$ cat src/rtl/msk_input_encoder.sv
// msk_input_encoder: turns one unmasked 128-bit plaintext/key pair into d-share
// Boolean masked form, using NW fresh PRNG words per encoding.
// Latency: out_valid rises NW+1 cycles after the input handshake with continuous
// rnd_valid; no overlap, so at most one encoding per NW+2 cycles.
// Backpressure: out_valid and sh_* hold until out_ready; in_ready/rnd_ready/
// out_valid/busy are decoded from state only (and forced low during rst).
//
// Ports:
//   clk, rst                 clock, asynchronous active-high reset
//   in_valid/in_ready        plaintext/key handshake
//   plaintext, key           unmasked 128-bit inputs
//   rnd_in/rnd_valid/rnd_ready  PRNG word stream (RND_W bits)
//   out_valid/out_ready      shares handshake towards the masked AES core
//   sh_plaintext, sh_key     bit-interleaved shares (share j of bit i at d*i+j)
//   busy                     high whenever not IDLE
//
// Parameter constraints: d >= 2, and 256*(d-1) divisible by RND_W.

module msk_input_encoder #(
  parameter int d     = 2,
  parameter int RND_W = 128
) (
  input  logic               clk,
  input  logic               rst,
  input  logic               in_valid,
  output logic               in_ready,
  input  logic [127:0]       plaintext,
  input  logic [127:0]       key,
  input  logic [RND_W-1:0]   rnd_in,
  input  logic               rnd_valid,
  output logic               rnd_ready,
  output logic               out_valid,
  input  logic               out_ready,
  output logic [128*d-1:0]   sh_plaintext,
  output logic [128*d-1:0]   sh_key,
  output logic               busy
);

  localparam int RW = 256 * (d - 1);           // mask pool width
  localparam int NW = RW / RND_W;              // PRNG words per encoding
  localparam int CW = (NW > 1) ? $clog2(NW) : 1;

  typedef enum logic [1:0] {IDLE, COLLECT, OUT} state_t;

  state_t        state, state_nxt;
  logic [127:0]  pt_q, key_q;
  logic [RW-1:0] r_q;
  logic [CW-1:0] cnt;
  logic [127:0]  p_mask_x, k_mask_x;

  // State register
  always_ff @(posedge clk or posedge rst) begin
    if (rst) state <= IDLE;
    else     state <= state_nxt;
  end

  // Next-state logic
  always_comb begin
    state_nxt = state;
    case (state)
      IDLE:    if (in_valid) state_nxt = COLLECT;
      COLLECT: if (rnd_valid && (cnt == CW'(NW - 1))) state_nxt = OUT;
      OUT:     if (out_ready) state_nxt = IDLE;
      default: state_nxt = IDLE;
    endcase
  end

  // Handshake outputs: state decode only, held low while rst is asserted so the
  // upstream/downstream never see a ready/valid during reset.
  always_comb begin
    in_ready  = 1'b0;
    rnd_ready = 1'b0;
    out_valid = 1'b0;
    busy      = 1'b0;
    if (!rst) begin
      case (state)
        IDLE:    in_ready = 1'b1;
        COLLECT: begin rnd_ready = 1'b1; busy = 1'b1; end
        OUT:     begin out_valid = 1'b1; busy = 1'b1; end
        default: ;
      endcase
    end
  end

  // Datapath: latch inputs, fill the mask pool word by word, and wipe all
  // secret-bearing registers once the shares have been handed off.
  always_ff @(posedge clk or posedge rst) begin
    if (rst) begin
      pt_q  <= '0;
      key_q <= '0;
      r_q   <= '0;
      cnt   <= '0;
    end else begin
      case (state)
        IDLE: begin
          if (in_valid) begin
            pt_q  <= plaintext;
            key_q <= key;
            cnt   <= '0;
          end
        end
        COLLECT: begin
          if (rnd_valid) begin
            for (int k = 0; k < NW; k++) begin
              if (cnt == CW'(k)) r_q[k*RND_W +: RND_W] <= rnd_in;
            end
            // Wraps only via the state change; never compared past NW-1.
            cnt <= cnt + CW'(1);
          end
        end
        OUT: begin
          if (out_ready) begin
            pt_q  <= '0;
            key_q <= '0;
            r_q   <= '0;
          end
        end
        default: ;
      endcase
    end
  end

  // Share formation. Masks for the plaintext occupy the lower 128*(d-1) bits of
  // the pool, key masks the upper half; share 0 absorbs the XOR of all masks.
  always_comb begin
    p_mask_x     = '0;
    k_mask_x     = '0;
    sh_plaintext = '0;
    sh_key       = '0;
    for (int j = 1; j < d; j++) begin
      p_mask_x = p_mask_x ^ r_q[(j-1)*128 +: 128];
      k_mask_x = k_mask_x ^ r_q[(d-1)*128 + (j-1)*128 +: 128];
    end
    for (int i = 0; i < 128; i++) begin
      sh_plaintext[d*i] = pt_q[i] ^ p_mask_x[i];
      sh_key[d*i]       = key_q[i] ^ k_mask_x[i];
      for (int j = 1; j < d; j++) begin
        sh_plaintext[d*i+j] = r_q[(j-1)*128 + i];
        sh_key[d*i+j]       = r_q[(d-1)*128 + (j-1)*128 + i];
      end
    end
  end

endmodule
$ cat config.mk
export PLATFORM = sky130hd
export DESIGN_NAME = msk_input_encoder
export DESIGN_NICKNAME = d
export VERILOG_FILES = /design/src/rtl/msk_input_encoder.sv
export SDC_FILE = /design/constraint.sdc
export NUM_CORES = 1
export LEC_CHECK = 0
export CORE_AREA = 2 2 354 356
export DETAILED_ROUTE_END_ITERATION = 10
export DIE_AREA = 0 0 356 358
export PLACE_DENSITY = 0.49
export SKIP_CTS_REPAIR_TIMING = 1
export SLEW_MARGIN = 30
export SYNTH_ARGS = -nofsm -noshare
export SYNTH_HDL_FRONTEND = slang
export SYNTH_SLANG_ARGS = --single-unit
$ cat constraint.sdc
create_clock -name clk -period 24.2 [get_ports clk]
set_input_delay 6.05 -clock clk [delete_from_list [all_inputs] [get_ports clk]]
set_output_delay 6.05 -clock clk [all_outputs]
set_load 0.02 [all_outputs]
==> results.ini <==
[yosys]
synth_area_um2=24400
synthDistinctLibCells=23
yosysWarnings=0
ys_seq_elements=515
synth-seq-area-share_pct=52.9
syn-num-nets=2536
synth_cells=2141
avgSynthCellArea_um2=11.4

[cells_and_area]
mostFrequentLayoutCell=clkdlybuf4s50_1
fill_cells=12900
nNetsFinal=3358
area_growth_pct=53.3
utilization_pct=30.3
finalInstanceArea_um2=37300
final_cell_mix=clkdlybuf4s50_1, dfrtp_1, nand2_1
drive_gt1_share_pct=8.59

[power]
ir_worst_vdd_mv=0.0890
switching_share_pct=44.8
power_frac_clock_pct=16.5
leakagePower_uw=0.0164
p_int_uw=3520
p_per_area_nw_per_um2=171
p_sw_uw=2850
comb_power_share_pct=58.1
seqPwrFrac_pct=25.4

[drt]
initialDrtViolationCount=1055
num_vias=20000
firstDrtPassIters=5
drc_errors=0
antenna_left=0
viasPerCell=4.29
drt_wl_total_um=106000
wl_per_cell_um=22.7

[timing]
report.final.slew_viol_count=0
finalCritPeriodShare_pct=56.2
tightest_slew_ns=0.991
hold_violations=0
setup_violations=0
maxSlewHeadroom_pct=34.0
worst_slack_ns=10.60
grt_setup_unrepaired=no
fmax_mhz=73.5
whs_ns=0.502
tns_ns=0
finalCriticalPeriod_ns=13.60
fin_skew_ns=0.0276

[grt]
antenna_found_initial=14
grt_pass1_vias=20600
grt_pass1_wl_um=149000
grt-ovfl-total=0
track_usage_pct=15.9
grt_max_degree=157

[clock_tree]
clk_latency_ns=0.64
cts_root_buf=clkbuf_16
cts.sink_count=515
htree_levels=3
cts_buffers=68
cts_tree=yes
clkTransAtPathRegs_ns=0.06
cts.path.max_buffers=3

[min_path]
hp-start=pt_q[81]$_DFFE_PP0P_
whs_endpoint=pt_q[81]$_DFFE_PP0P_
hold_class=reg -> reg
min_path_cells=2

[setup_path]
crit_fanout=5
crit_type=in -> out
r2r-end=r_q[51]$_DFFE_PP0P_
rr_worst_depth=6
path_delay_family=buffers and inverters
cp-startpoint=rst
cp-end-kind=primary output
cp_slowest_stage_delay_ns=0.64
path_common_cell=clkdlybuf4s50_1
cp_data_arrival_time_ns=7.55
critPathSlowestCell=clkdlybuf4s50_1
cp.required_ns=18.15
start_kind=input pin
worstPathCellList=clkdlybuf4s50_1 > nor2b_1 > clkdlybuf4s50_1
crit_buf_inv=2
rrSetupSlack_ns=20.44
reg2reg_from=state[0]$_DFFE_PP0P_

[placed_design]
dp_slack_ns=10.59
dpl_cell_area_um2=35000
gp_congestion=0.839
hpwl_um=74400
io_buffers=904

[floorplan]
ios=905
rows=129
core-area_um2=123000
start_util_pct=19.8
dieArea_um2=127000
die_w_um=356
die_y_um=358

[job]
maxCapViolCount=0

[status]
status=complete, no violations

## cell families after synthesis
family                     synth area share, %
AOI/OAI and AO/OA                         5.40
xor gates and xnor gates                  9.21
adders and majority gates                0.308
buffers and inverters                     3.40
DFF                                       52.9
muxes                                     12.0
and+or+nand+nor                           16.8
## synth_stat cells
cell type  number  share of area [%]
dfrtp_1       515                 53
nand2_1       257                4.0
nand4b_1      256                9.2
xor2_1        256                9.2
o21ai_0       243                5.0
mux2_1        145                6.7
clkbuf_1      143                2.2
nor2b_1       137                3.5
mux2_2        113                5.2
buf_2          16               0.33
buf_1          15               0.23
o21ai_1        13               0.27
buf_6          12               0.55
ha_1            6               0.31
inv_1           5              0.077
a21oi_1         2              0.041
a2111oi_2       1              0.062
mux2i_1         1              0.041
nand3_1         1              0.021
nor2_1          1              0.015
nor4b_1         1              0.036
o221ai_1        1              0.036
or4b_4          1              0.056
## layer usage
layer	GRT usage (%)	share of wire, %	up-vias
met1	19.6	41	10100
met2	26.5	49	676
li1	-	-	9076
met3	4.42	7.2	141
met5	0	0.025	-
met4	5.71	2.9	4
## power by group through the flow
stage	Sequential, µW	Combinational [µW]	Clock [µW]
after floorplan	1770	1700	0
after global placement	1630	3730	0
after detailed placement	1640	3740	0
after CTS	1630	3760	1090
after global routing	1670	3910	1120
final	1620	3700	1050
## worst reg2reg max path: stages (launching register included)
cell and delay [ns]:
dfrtp_1 0.41, inv_1 0.23, ha_4 0.63, buf_4 0.80, buf_4 0.90, nor2b_1 0.34
mux2_2 0.33
## sequential cells by signal (all words and copies together) (netlist names)
register / flops
key_q: 128
pt_q: 128
r_q: 256
cnt: 1
state: 2
## stage by stage
stage          total power [µW]  std cells
2_1_floorplan              3480       2141
3_3_place_gp               5360       4528
3_5_place_dp               5380       4529
4_1_cts                    6470       4650
5_1_grt                    6700       4657
6_report                   6370       4660
## worst max-delay path by stage
stage,endpoint,cells past startpoint
3_5_place_dp,busy,3
4_1_cts,busy,3
6_report,busy,3
3_3_place_gp,busy,3
2_1_floorplan,cnt$_DFFE_PP0P_,1
5_1_grt,busy,3
## final cells by class
cell class,instances,area (µm²),area share [%]
Inverter,5,26.3,0.0704
Sequential cell,515,12900,34.5
Timing Repair Buffer,938,9370,25.1
Tap cell,1637,2050,5.49
Multi-Input combinational cell,1435,10700,28.6
Clock inverter,22,325,0.871
Antenna cell,9,22.5,0.0603
Clock buffer,99,1960,5.25
No activity file was read; power rests on OpenSTA's default activity.
